**src/rtl/note_tone_gen.sv**
```systemverilog
// note_tone_gen: turns a half-period note word into a glitch-free square wave.
// A new frequency only takes effect at a half-period boundary, and a retrigger
// inserts a silent gap so repeated identical notes are articulated separately.
//
// state  | meaning
// SILENT | no tone; waiting for enable with a non-zero note
// TONE   | square wave running; cnt counts cycles within the current half
// GAP    | silent articulation gap after a retrigger; gcnt counts gap cycles
module note_tone_gen #(
  parameter int NOTE_W     = 27,
  parameter int GAP_CYCLES = 50000,
  parameter int GAP_W      = 16
) (
  input  logic              clk,
  input  logic              reset,
  input  logic [NOTE_W-1:0] note,
  input  logic              enable,
  input  logic              retrig,
  output logic              audio,
  output logic              playing,
  output logic              note_ack
);

  typedef enum logic [1:0] {SILENT, TONE, GAP} state_t;

  localparam logic [GAP_W-1:0]  GAP_LAST = GAP_W'(GAP_CYCLES - 1);
  localparam logic [NOTE_W-1:0] NOTE_ONE = NOTE_W'(1);
  localparam logic [GAP_W-1:0]  GAP_ONE  = GAP_W'(1);

  state_t            state;
  logic [NOTE_W-1:0] cur;
  logic [NOTE_W-1:0] cnt;
  logic [GAP_W-1:0]  gcnt;
  logic              pend;
  logic              note_live;

  // A note is playable only when enabled and not a rest.
  assign note_live = enable && (note != '0);

  // Single sequencer: state, counters and all registered outputs.
  always_ff @(posedge clk or posedge reset) begin
    if (reset) begin
      state    <= SILENT;
      cur      <= '0;
      cnt      <= '0;
      gcnt     <= '0;
      pend     <= 1'b0;
      audio    <= 1'b0;
      playing  <= 1'b0;
      note_ack <= 1'b0;
    end else begin
      note_ack <= 1'b0;
      case (state)
        SILENT: begin
          audio <= 1'b0;
          cnt   <= '0;
          if (note_live) begin
            cur      <= note;
            state    <= TONE;
            playing  <= 1'b1;
            note_ack <= 1'b1;
          end
        end
        TONE: begin
          if (cnt == cur - NOTE_ONE) begin
            cnt <= '0;
            // Retrigger (held or arriving now) beats every note/enable change.
            if (pend || retrig) begin
              state   <= GAP;
              playing <= 1'b0;
              audio   <= 1'b0;
              gcnt    <= '0;
              pend    <= 1'b0;
            end else if (!note_live) begin
              state   <= SILENT;
              playing <= 1'b0;
              audio   <= 1'b0;
            end else begin
              if (note != cur) begin
                cur      <= note;
                note_ack <= 1'b1;
              end
              audio <= ~audio;
            end
          end else begin
            cnt <= cnt + NOTE_ONE;
            if (retrig) pend <= 1'b1;
          end
        end
        GAP: begin
          audio <= 1'b0;
          if (gcnt == GAP_LAST) begin
            gcnt <= '0;
            if (note_live) begin
              cur      <= note;
              cnt      <= '0;
              note_ack <= 1'b1;
              state    <= TONE;
              playing  <= 1'b1;
            end else begin
              state <= SILENT;
            end
          end else begin
            gcnt <= gcnt + GAP_ONE;
          end
        end
        default: begin
          state   <= SILENT;
          playing <= 1'b0;
          audio   <= 1'b0;
        end
      endcase
    end
  end

endmodule

```
**config.mk**
```make
export PLATFORM = sky130hd
export DESIGN_NAME = note_tone_gen
export DESIGN_NICKNAME = d
export VERILOG_FILES = /design/src/rtl/note_tone_gen.sv
export SDC_FILE = /design/constraint.sdc
export NUM_CORES = 1
export LEC_CHECK = 0
export CAP_MARGIN = 20
export CELL_PAD_IN_SITES_DETAIL_PLACEMENT = 1
export CELL_PAD_IN_SITES_GLOBAL_PLACEMENT = 2
export CORE_ASPECT_RATIO = 0.6
export CORE_UTILIZATION = 38
export CTS_CLUSTER_SIZE = 8
export DETAILED_ROUTE_END_ITERATION = 8
export PLACE_DENSITY_LB_ADDON = 0.1
export SYNTH_ARGS = -nofsm -noshare
export SYNTH_HDL_FRONTEND = slang
export SYNTH_SLANG_ARGS = --single-unit
```
**constraint.sdc**
```tcl
create_clock -name clk -period 4.15 [get_ports clk]
set_input_delay 0.415 -clock clk [delete_from_list [all_inputs] [get_ports clk]]
set_output_delay 0.415 -clock clk [all_outputs]
set_load 0.03 [all_outputs]
```
# Yosys cells after proc, flatten, opt, wreduce, memory -nomap -nowiden
# Cells that the tools add are included.
# op_classes
addsub	3
eq_ne	15
n_mux	42
bitwise_logic	1
n_reduce_logical	13
# op_table
cell	n
27-bit 2-to-1 mux	9
27-bit case mux with 3 select lines	2
16-bit 2-to-1 mux	3
16-bit case mux with 2 select lines	1
27-bit by 1-bit adder with 27-bit output (second input constant)	1
27-bit == test	1
27-bit != test	1
27-bit nonzero test	1
27-bit by 1-bit subtractor with 27-bit output (second input constant)	1
1-bit 2-to-1 mux	19
16-bit by 1-bit adder with 16-bit output (second input constant)	1
16-bit == test (second input constant)	1
2-bit != test (second input constant)	8
3-bit AND reduction	4
2-bit 2-to-1 mux	5
1-bit case mux with 3 select lines	2
2-bit case mux with 3 select lines	1
6-bit AND reduction	1
4-bit AND reduction	1
2-bit nonzero test	2
3-bit != test (second input constant)	1
3-bit nonzero test	1
2-bit by 1-bit == test with 1-bit output (second input constant)	1
2-bit == test (second input constant)	1
5 further kinds	5
# word_totals
reg_bits	76
input_bits	31
out_inout_bits	3
word_cells	82

# Depth between registers and ports, before layout
# Gate-level depths: netlist (run 1).
# logic_depth
word_depth	6
mapped_depth	15

# Least setup slack after synthesis (run 1)
# OpenSTA, ideal clock, no wires.
# synth_timing
path_kind	reg-to-reg
from	register cur[0]
to	register cur[10]
setup_time_ps	127
t_arrival_ps	3062
slack_ps	960
path_stages_with_launch	15
n_path_buf	4
cell_sequence	dfrtp_1 -> buf_4 -> inv_1 -> ha_1 -> nor3b_2 -> and2_1 -> clkbuf_1 -> o2111a_1 -> o22ai_1 -> or4_1 -> nor3_2 -> o22a_1 -> buf_6 -> buf_6 -> mux2_1
# synth_via
elab_chain_len	4
elab_cells_between_ends	6
cone_classes	add/sub: 1; eq/ne: 4; reduce/logical: 1
# synth_rtl
element	line_no	source
start: declaration	31	logic [NOTE_W-1:0] cur;
start signal: assignment	58	cur <= note;
start signal: assignment	80	cur <= note;
start signal: assignment	95	cur <= note;
27-bit by 1-bit subtractor with 27-bit output	65	if (cnt == cur - NOTE_ONE) begin
27-bit == test	65	
2-bit != test (no line)	-	
6-bit AND reduction (no line) *	-	
# Every way passes the cells marked *; elsewhere a longest branch is shown, timed or not.
# A chain may end at the register's enable or synchronous reset.

# Final worst setup path (run 1)
# layout_timing
from	register cur[0]
to	register cnt[15]
# layout_via
elab_chain_len	4
# layout_rtl
element	line_no	source
27-bit by 1-bit subtractor with 27-bit output	65	
27-bit == test	65	
27-bit 2-to-1 mux	65	
27-bit case mux with 3 select lines	53	case (state)
end signal: assignment	86	cnt <= cnt + NOTE_ONE;
end: declaration	32	logic [NOTE_W-1:0] cnt;
# Every way passes these cells.

==> run_results.csv, run 1 <==
group,metric,value,unit
run_status,status,"finished, final reports clean",
synthesis,synthCells,549,
synthesis,synth_edf_count,0,
power,intPower,0.00124,W
setup_path,slowest_delay,0.67,ns
finish,nFillCells,1472,
setup_path,startpoint_type,"register",
sta,maxSlewViolCount,0,
run,maxCapViolCount,0,
placement,dp.cells,728,
sta,setup_viol,0,
die,rows,32,
clock_tree,clkSlewWorstSetupHoldPaths,0.06,ns
grt,grt_max_degree,51,
power,total_power,0.00161,W
sta,worstMarginPinSlew,0.913,ns
synthesis,syn-num-nets,583,
sta,layout_min_cycle_time,3.78,ns
clock_tree,cts_hold_buffers,0,
grt,antenna_found_initial,0,
route,drt_iter0_drc,248,
clock_tree,insertion_delay,0.33,ns
clock_tree,cts_max_level,3,
finish,instances_no_fill,744,
sta,finClkSkew,0.00516,ns
route,drc,0,
setup_path,cp_slowest_cell,"o21ai_4",
sta,rsz0062_at_grt,"no",
synthesis,syn_area,0.00511,mm2
synthesis,synth_cell_type_count,64,
setup_path,cp-end-kind,"register",
grt,grt_use_total,24.7,%
clock_tree,cts_buffer_depth,2,
setup_path,critPathRequiredTime,4.32,ns
setup_path,critPathTopFamily,"simple AND/OR/NAND/NOR gates",
power,pwr-share-comb,5.0,%
power,ir_drop,123,uV
power,switching_share,22.5,%
sta,final.setup.tns,0,ns
sta,max-slew-margin-rel,39.1,%
grt,grt_overflow,0,
route,post_drt_wl_per_cell,21.7,um
route,ant_nets,0,
setup_path,worstPathCellList,"inv_1 > ha_1 > nor3b_2 > and2_1 > o2111a_1 > o22ai_1 > or4_1 > or2_1 > o21ai_4 > a211oi_1",
die,ioPinCount,34,
setup_path,r2r_slack,0.37,ns
power,power_density,274,mW/mm2
power,netSwitchingPower,0.000362,W
die,core_area,0.0130,mm2
sta,final.period_utilization,91.0,%
clock_tree,cts_setup_buffers,0,
synthesis,yosys_warnings,0,
die,dieArea,0.0139,mm2
clock_tree,cts_buffers,9,
clock_tree,cts_tree,"built",
finish,layout-drive-gt1-share,8.01,%
placement,gp_congestion,0.830,
setup_path,crit_buf_inv,1,
finish,antennaDiodeCount,0,
hold_path,hold_path_class,"register to register",
route,dr.pass1.iters,5,
die,fp.dieW,152,um
setup_path,crit_path_max_fanout,25,
clock_tree,cts_resized,0,
finish,area_delta_synth_final,14.6,%
route,wirelength,16200,um
route,vias,4365,
die,die_h,91.8,um
setup_path,critical_path_arrival,3.95,ns
clock_tree,clock-sinks,76,
die,initial_core_util,39.4,%
power,p_leak,2.47,nW
route,vias_per_cell,5.87,
setup_path,path_class,"register to register",
placement,portBuffers,33,
power,sequentialPowerShare,46.2,%
finish,finalNetCount,603,
placement,dp_hpwl,12100,um
synthesis,avgSynthCellArea,9.31,um2
clock_tree,root_buffer,"clkbuf_16",
synthesis,synth-main-ff-cell,"dfrtp_1",
synthesis,ys_ff_latch,76,
power,p_clk_share,48.8,%
sta,achievable-frequency,265,MHz
grt,grt_pass1_wl,25800,um
grt,grt_pass1_vias,4604,
sta,finalHoldViolCount,0,
synthesis,synthArstFlopShare,100,%
synthesis,yosysSeqAreaShare,37.2,%
power groups by stage:
stage / Combinational (W) / Clock [W] / Sequential (W)
after floorplan: 0.0000260 / 0 / 0.000756
after global placement: 0.0000805 / 0 / 0.000756
after detailed placement: 0.0000816 / 0 / 0.000756
after CTS: 0.0000820 / 0.000806 / 0.000742
after global routing: 0.0000871 / 0.000827 / 0.000741
final: 0.0000799 / 0.000783 / 0.000742
cells in the final DEF, fill, tap and decap left out, drive strengths merged, types with 2 or more instances in the layout:
cell type and count:
nor4 19, nand3 28, o31ai 5, a211oi 5
o211a 3, a22oi 3, a2bb2oi 3, nand2 36
o2111a 2, a21o 2, xnor2 47, buf 12
dfrtp 76, o311ai 2, nor2 33, ha 3
clkdlybuf4s50 33, and4 2, o31a 2, clkbuf 11
xor2 30, or3 8, mux2 27, nor2b 4
nand3b 5, or4 7, and3 16, nor3 16
nand4b 5, clkinv 4, nand4 19, o21ai 26
inv 9, o21a 3, o221ai 4, and2 4
nand2b 7, a21oi 35, or2 2
final timing paths:
path / from / endpoint / cells after the start
worst max-delay path: cur[0] / cnt[15] / 10
worst min-delay path: gcnt[0] / gcnt[0] / 1
worst max register to register: cur[0] / cnt[15] / 10
worst min register to register: gcnt[0] / gcnt[0] / 1
max in group asynchronous: reset / cur[21] / 3
min in group asynchronous: reset / audio / 2
registers in the layout, indices dropped and copies added (netlist names):
register and cells:
pend 1, note_ack 1, audio 1, gcnt 16, playing 1, cnt 27
state 2, cur 27
routing by layer:
metal	vias to the layer above	wire length [um]	GRT usage, %
li1	2032	-	-
met1	2232	8970	40.3
met2	92	6370	33.1
met3	9	750	4.13
met4	0	73	4.54
met5	-	0	0
per-stage QoR:
step / setup WS, ns / hold WS [ns] / utilization [%] / cell area [um2]
after floorplan: 0.960 / 0.483 / - / 5110
after global placement: 0.470 / 0.510 / 43.0 / 5570
after detailed placement: 0.394 / 0.515 / 43.0 / 5570
after CTS: 0.381 / 0.523 / 45.2 / 5860
after global routing: 0.177 / 0.547 / 45.2 / 5860
final: 0.374 / 0.518 / 45.2 / 5860
synth_stat cells (all sizes together) (3+ instances only):
master   number  area share (%)
dfrtp        76              37
a22oi         3            0.44
nor4         19             3.6
and2          4            0.49
o211a         3            0.59
and3         16             2.0
a21oi        35             3.4
nand3b        5            0.73
or4           7             1.1
nand3        28             2.7
o221ai        4            0.69
inv          10            0.73
nand2b        7            0.86
a211oi        5            0.73
o21a          3            0.44
xor2         30             5.1
or3           8            0.98
nor2b         4            0.49
ha            3            0.73
clkbuf       18             1.3
buf          18             2.3
nand2        36             2.6
nand4b        5             1.2
mux2         27             5.9
o21ai        26             2.8
xnor2        47             8.1
a2bb2oi       3            0.51
o31ai         5            0.73
nand4        19             2.6
nor3         16             1.8
nor2         33             2.4
layout make-up:
type / instances / area [um2] / area share [%]
Multi-Input combinational cell: 427 / 3000 / 51.2
Timing Repair Buffer: 45 / 420 / 7.18
Clock buffer: 11 / 233 / 3.97
Inverter: 10 / 38.8 / 0.662
Tap cell: 170 / 213 / 3.63
Sequential cell: 76 / 1900 / 32.5
Clock inverter: 5 / 52.6 / 0.897
cell families after synthesis:
family,synth area share [%]
flops,37.2
mux,6.14
compound gates,13.5
buf+inv,4.41
xor+xnor,13.2
fa+ha+maj,0.734
simple gates,24.8
(Power assumes the default switching activity.)
==> run 2, diff against run 1 <==
Settings changed: ABC_CLOCK_PERIOD_IN_PS from default to 4150.
==> results of run 2 <==
The final DEF is identical to that of run 1; final timing and power are the same.
==> run 3, diff against run 2 <==
Settings changed: CAP_MARGIN 20 to 10.
==> results of run 3 <==
The final DEF is identical to that of run 1; final timing and power are the same.
==> RTL edit 1: new RTL, settings of run 3 <==
Encoding of `state_t`: now one-hot (3 bits for 3 states).
--- a/src/rtl/note_tone_gen.sv
+++ b/src/rtl/note_tone_gen.sv
@@ -23,3 +23,3 @@
 
-  typedef enum logic [1:0] {SILENT, TONE, GAP} state_t;
+  typedef enum logic [2:0] {SILENT = 3'b001, TONE = 3'b010, GAP = 3'b100} state_t;
 
Function: same outputs for any inputs over 10 cycles, from zero or initial values and one cycle with reset high; not proved beyond that.
==> RTL edit 1 against run 3 <==
Wire length fell by 6.8%; synthesized area fell by 2.1%; highest routed layer unchanged; sequential cell count rose by 1; setup slack got worse by 110 ps; hold slack got worse by 15 ps; design area fell by 0.77%; sequential share of layout area rose by 0.70 points; critical endpoint is now cur[24]; via count fell by 2.4%.
Power is not compared: it rests on default switching activity, and its combinational part moved more than twofold at a synthesized area within 25%.
==> RTL edit 1: results (changes against run 3) <==
Hold path
  – Worst min-delay path endpoint: pend
  – Hold depth: 2 (+1)
  – Min-Delay Startpoint: pend

Setup path
  – Worst reg-to-reg setup slack: 260 ps (-110 ps)
  – Crit path capture: cur[24]
  – Slowest stage delay, CP: 480 ps (-190 ps)

Routing
  – DR top layer: met4
  – Routed length on met2: 5360 µm (-16%)
  – DR WL/cell: 20.0 µm (-7.9%)
  – Vias per Instance: 5.66 (-3.6%)
  – Pre-antenna DRT Iters: 4 (-1)
  – Met3 routed WL: 842 µm (+12%)
  – 1st-iter DRT viols: 224 (-9.7%)

GRT
  – Met3 Use GR: 0.0449 (+0.00366)
  – Largest net degree at the start of global routing: 52 (+2.0%)
  – Aggregate global-route resource usage: 0.240 (-0.00732)
  – First-pass GRT wire length: 24600 µm (-4.8%)
  – Vias in the first global route: 4318 (-6.2%)
  – Met2 Use GR: 0.294 (-0.0371)

Logic synthesis
  – Post-synth top cells: dfrtp_1 (76), xor2_1 (52), nand2_1 (50)
  – Yosys warnings: 0 (unchanged)
  – Synth unique cells: 54 (-16%)
  – Register area share after synthesis: 0.385 (+0.0133)
  – Top FF cell, synth: dfrtp_1
  – Largest cells by area after synthesis: dfrtp_1 (38%), xor2_1 (9.1%), xnor2_1 (5.1%)
  – XOR/XNOR share of the synthesized area: 0.142 (+0.00987)
  – Post-synthesis compound-gate area fraction: 0.105 (-0.0301)
  – Post-synthesis mux area share: 0.0668 (+0.00534)

Timing
  – Max_slew headroom: 0.280 (-0.112)
  – Final clock skew: 7.29 ps (+2.13 ps)
  – Worst hold margin: 503 ps (-14.8 ps)

Placed design
  – Post-DP HPWL: 11500 µm (-5.2%)
  – Placed cells: 737 (+1.2%)
  – Place WS: 331 ps (-62.4 ps)
  – I/O Buffers: 33 (unchanged)
  – Final Wtd Congestion: 0.868 (+4.6%)
  – Placed Area: 0.00554 mm² (-0.65%)

Layout
  – Share of cells above drive strength 1: 0.0961 (+0.0159)
  – Finished Layout Cells: 753 (+1.2%)
  – Nets: 612 (+1.5%)
  – Fill cell count: 1479 (+0.48%)

Status
  – Status: finished, final reports clean

Clock network
  – Total CTS buffers: 9 (unchanged)

Power and ir drop
  – Pleak: 2.32 nW
RTL edit 1: cell count changes after synthesis, moves of 13 or more:
cell / change
nor3_1: +25
a21oi_1: -21
nor4_1: +13
xor2_1: +22
xnor2_1: -18
nand2_1: +14
RTL edit 1: area by class of cell:
| type | count | area [µm²] | share of cell area |
|---|---|---|---|
| Clock buffer | 11 | 243 | 0.0418 |
| Clock inverter | 5 | 33.8 | 0.00581 |
| Inverter | 11 | 42.5 | 0.00732 |
| Multi-Input combinational cell | 432 | 2910 | 0.500 |
| Sequential cell | 77 | 1930 | 0.332 |
| Tap cell | 170 | 213 | 0.0366 |
| Timing Repair Buffer | 47 | 448 | 0.0771 |
RTL edit 1: power groups by stage:
stage          clock, mW  sequential, mW  combinational [mW]
3_3_place_gp           0            1.27                1.09
2_1_floorplan          0            1.09               0.911
6_report           0.741            1.28                1.13
5_1_grt            0.795            1.31                1.24
3_5_place_dp           0            1.29                1.12
4_1_cts            0.766            1.27                1.13
==> RTL edit 2: new RTL, flow settings as in run 3 <==
Without the edit above. The parameter `NOTE_W` goes from 27 to 23.
--- a/src/rtl/note_tone_gen.sv
+++ b/src/rtl/note_tone_gen.sv
@@ -9,3 +9,3 @@
 module note_tone_gen #(
-  parameter int NOTE_W     = 27,
+  parameter int NOTE_W     = 23,
   parameter int GAP_CYCLES = 50000,
Interface: changed (resized note); port bits go from 34 to 30. The function was not compared with the original's and may differ.
==> RTL edit 2 against run 3 <==
Setup slack improved by 61 ps; wire length fell by 14%; sequential cell count fell by 8; clock skew rose by 3.6 ps; design area fell by 9.8%; synthesized area fell by 11%; critical endpoint is now cur[22]; highest routed layer unchanged.
Power is not compared: it rests on default switching activity, and its combinational part moved more than twofold at a synthesized area within 25%.
==> RTL edit 2: results (changes against run 3) <==
Status
  – Status: finished, final reports clean

Logic synthesis
  – Largest cells by area after synthesis: dfrtp_1 (38%), xor2_1 (7.2%), mux2_4 (6.3%)
  – Synth unique cells: 63 (-1.6%)
  – Syn nets: 525 (-9.9%)
  – Register area share after synthesis: 0.376 (+0.00379)
  – Post-synth top cells: dfrtp_1 (68), nand2_1 (49), nor2_1 (38)
  – Syn Area/Cell: 9.15 µm² (-1.8%)

Layout
  – Largest regs: cnt x23, cur x23, gcnt x16
  – Nets: 547 (-9.3%)
  – Share of cells above drive strength 1: 0.125 (+0.0444)

Setup path
  – Slowest stage delay, CP: 590 ps (-80 ps)
  – Worst EP arrival: 3940 ps (about the same)
  – Slowest stage cell, crit path: or4_4
  – Worst Path Max Fanout: 24 (-4.0%)

Routing
  – 1st-iter DRT viols: 187 (-25%)
  – Via count: 3918 (-10%)
  – Vias per Instance: 5.74 (-2.1%)
  – DR WL/cell: 20.4 µm (-5.9%)

GRT
  – Largest net degree at the start of global routing: 38 (-25%)
  – Aggregate global-route resource usage: 0.246 (-0.00100)
  – Vias in the first global route: 3981 (-14%)
  – Antenna violations before repair: 0 (unchanged)
  – First-pass GRT wire length: 22600 µm (-13%)

Timing
  – Worst-Margin Slew: 888 ps (-24.9 ps)
  – Final clock skew: 8.72 ps (+3.56 ps)

Clock network
  – Clock-pin slew on the worst setup and hold paths: 60 ps (about the same)

Placed design
  – Final Wtd Congestion: 0.835 (+0.69%)
  – Post-DP HPWL: 10600 µm (-12%)
  – I/O Buffers: 29 (-12%)
  – Placed cells: 666 (-8.5%)

Power and ir drop
  – Pleak: 2.26 nW

Job
  – Max Cap Viol: 0 (unchanged)
## RTL edit 2: layout make-up
| type | instances | area [µm²] |
|---|---|---|
| clock buffer | 10 | 239 |
| clock inverter | 6 | 63.8 |
| fill | 1299 | 6170 |
| inverter | 11 | 41.3 |
| multi-input combinational | 385 | 2650 |
| sequential | 68 | 1700 |
| tap | 160 | 200 |
| timing repair buffer | 42 | 388 |
## RTL edit 2: final timing paths
| kind | start | end | slack (ps) | depth (start not counted) |
|---|---|---|---|---|
| max reg2reg | cur[15] | cur[22] | 430 | 9 |
| min in group asynchronous | reset | gcnt[12] | 540 | 2 |
| max in group asynchronous | reset | cnt[15] | 2610 | 3 |
| max | cur[15] | cur[22] | 430 | 9 |
| min | gcnt[15] | gcnt[15] | 490 | 1 |
| min reg2reg | gcnt[15] | gcnt[15] | 490 | 1 |
## RTL edit 2: where the power goes
| part | internal [mW] | leakage [nW] | switching, mW |
|---|---|---|---|
| Combinational | 0.340 | 1.31 | 0.324 |
| Sequential | 0.751 | 0.805 | 0.202 |
| Clock | 0.480 | 0.144 | 0.301 |
## RTL edit 2: layer usage
layer | share of wire | global-route usage | up-vias
met5 | 0 | 0 | -
met4 | 0.0065 | 0.0479 | 0
met3 | 0.047 | 0.0497 | 8
met2 | 0.39 | 0.333 | 89
met1 | 0.56 | 0.393 | 1992
li1 | - | - | 1829
## RTL edit 2: logic make-up after synthesis
group                      Yosys count  share of synthesized area
DFF                                 68                      0.376
xor gates and xnor gates            63                      0.122
buffers and inverters               42                     0.0395
and+or+nand+nor                    207                      0.247
AOI/OAI and AO/OA                   86                      0.128
adders and majority gates            3                    0.00829
muxes                               26                     0.0799
## RTL edit 2: through the flow
stage	utilization	instance area, µm²	setup WS (ps)	total power [mW]	hold slack (ps)
final	0.461	5280	435	2.40	491
after global placement	0.435	4980	534	1.59	470
after detailed placement	0.435	4980	446	1.62	473
after floorplan	-	4530	515	1.39	430
after global routing	0.461	5280	317	2.53	494
after CTS	0.461	5280	447	2.41	485
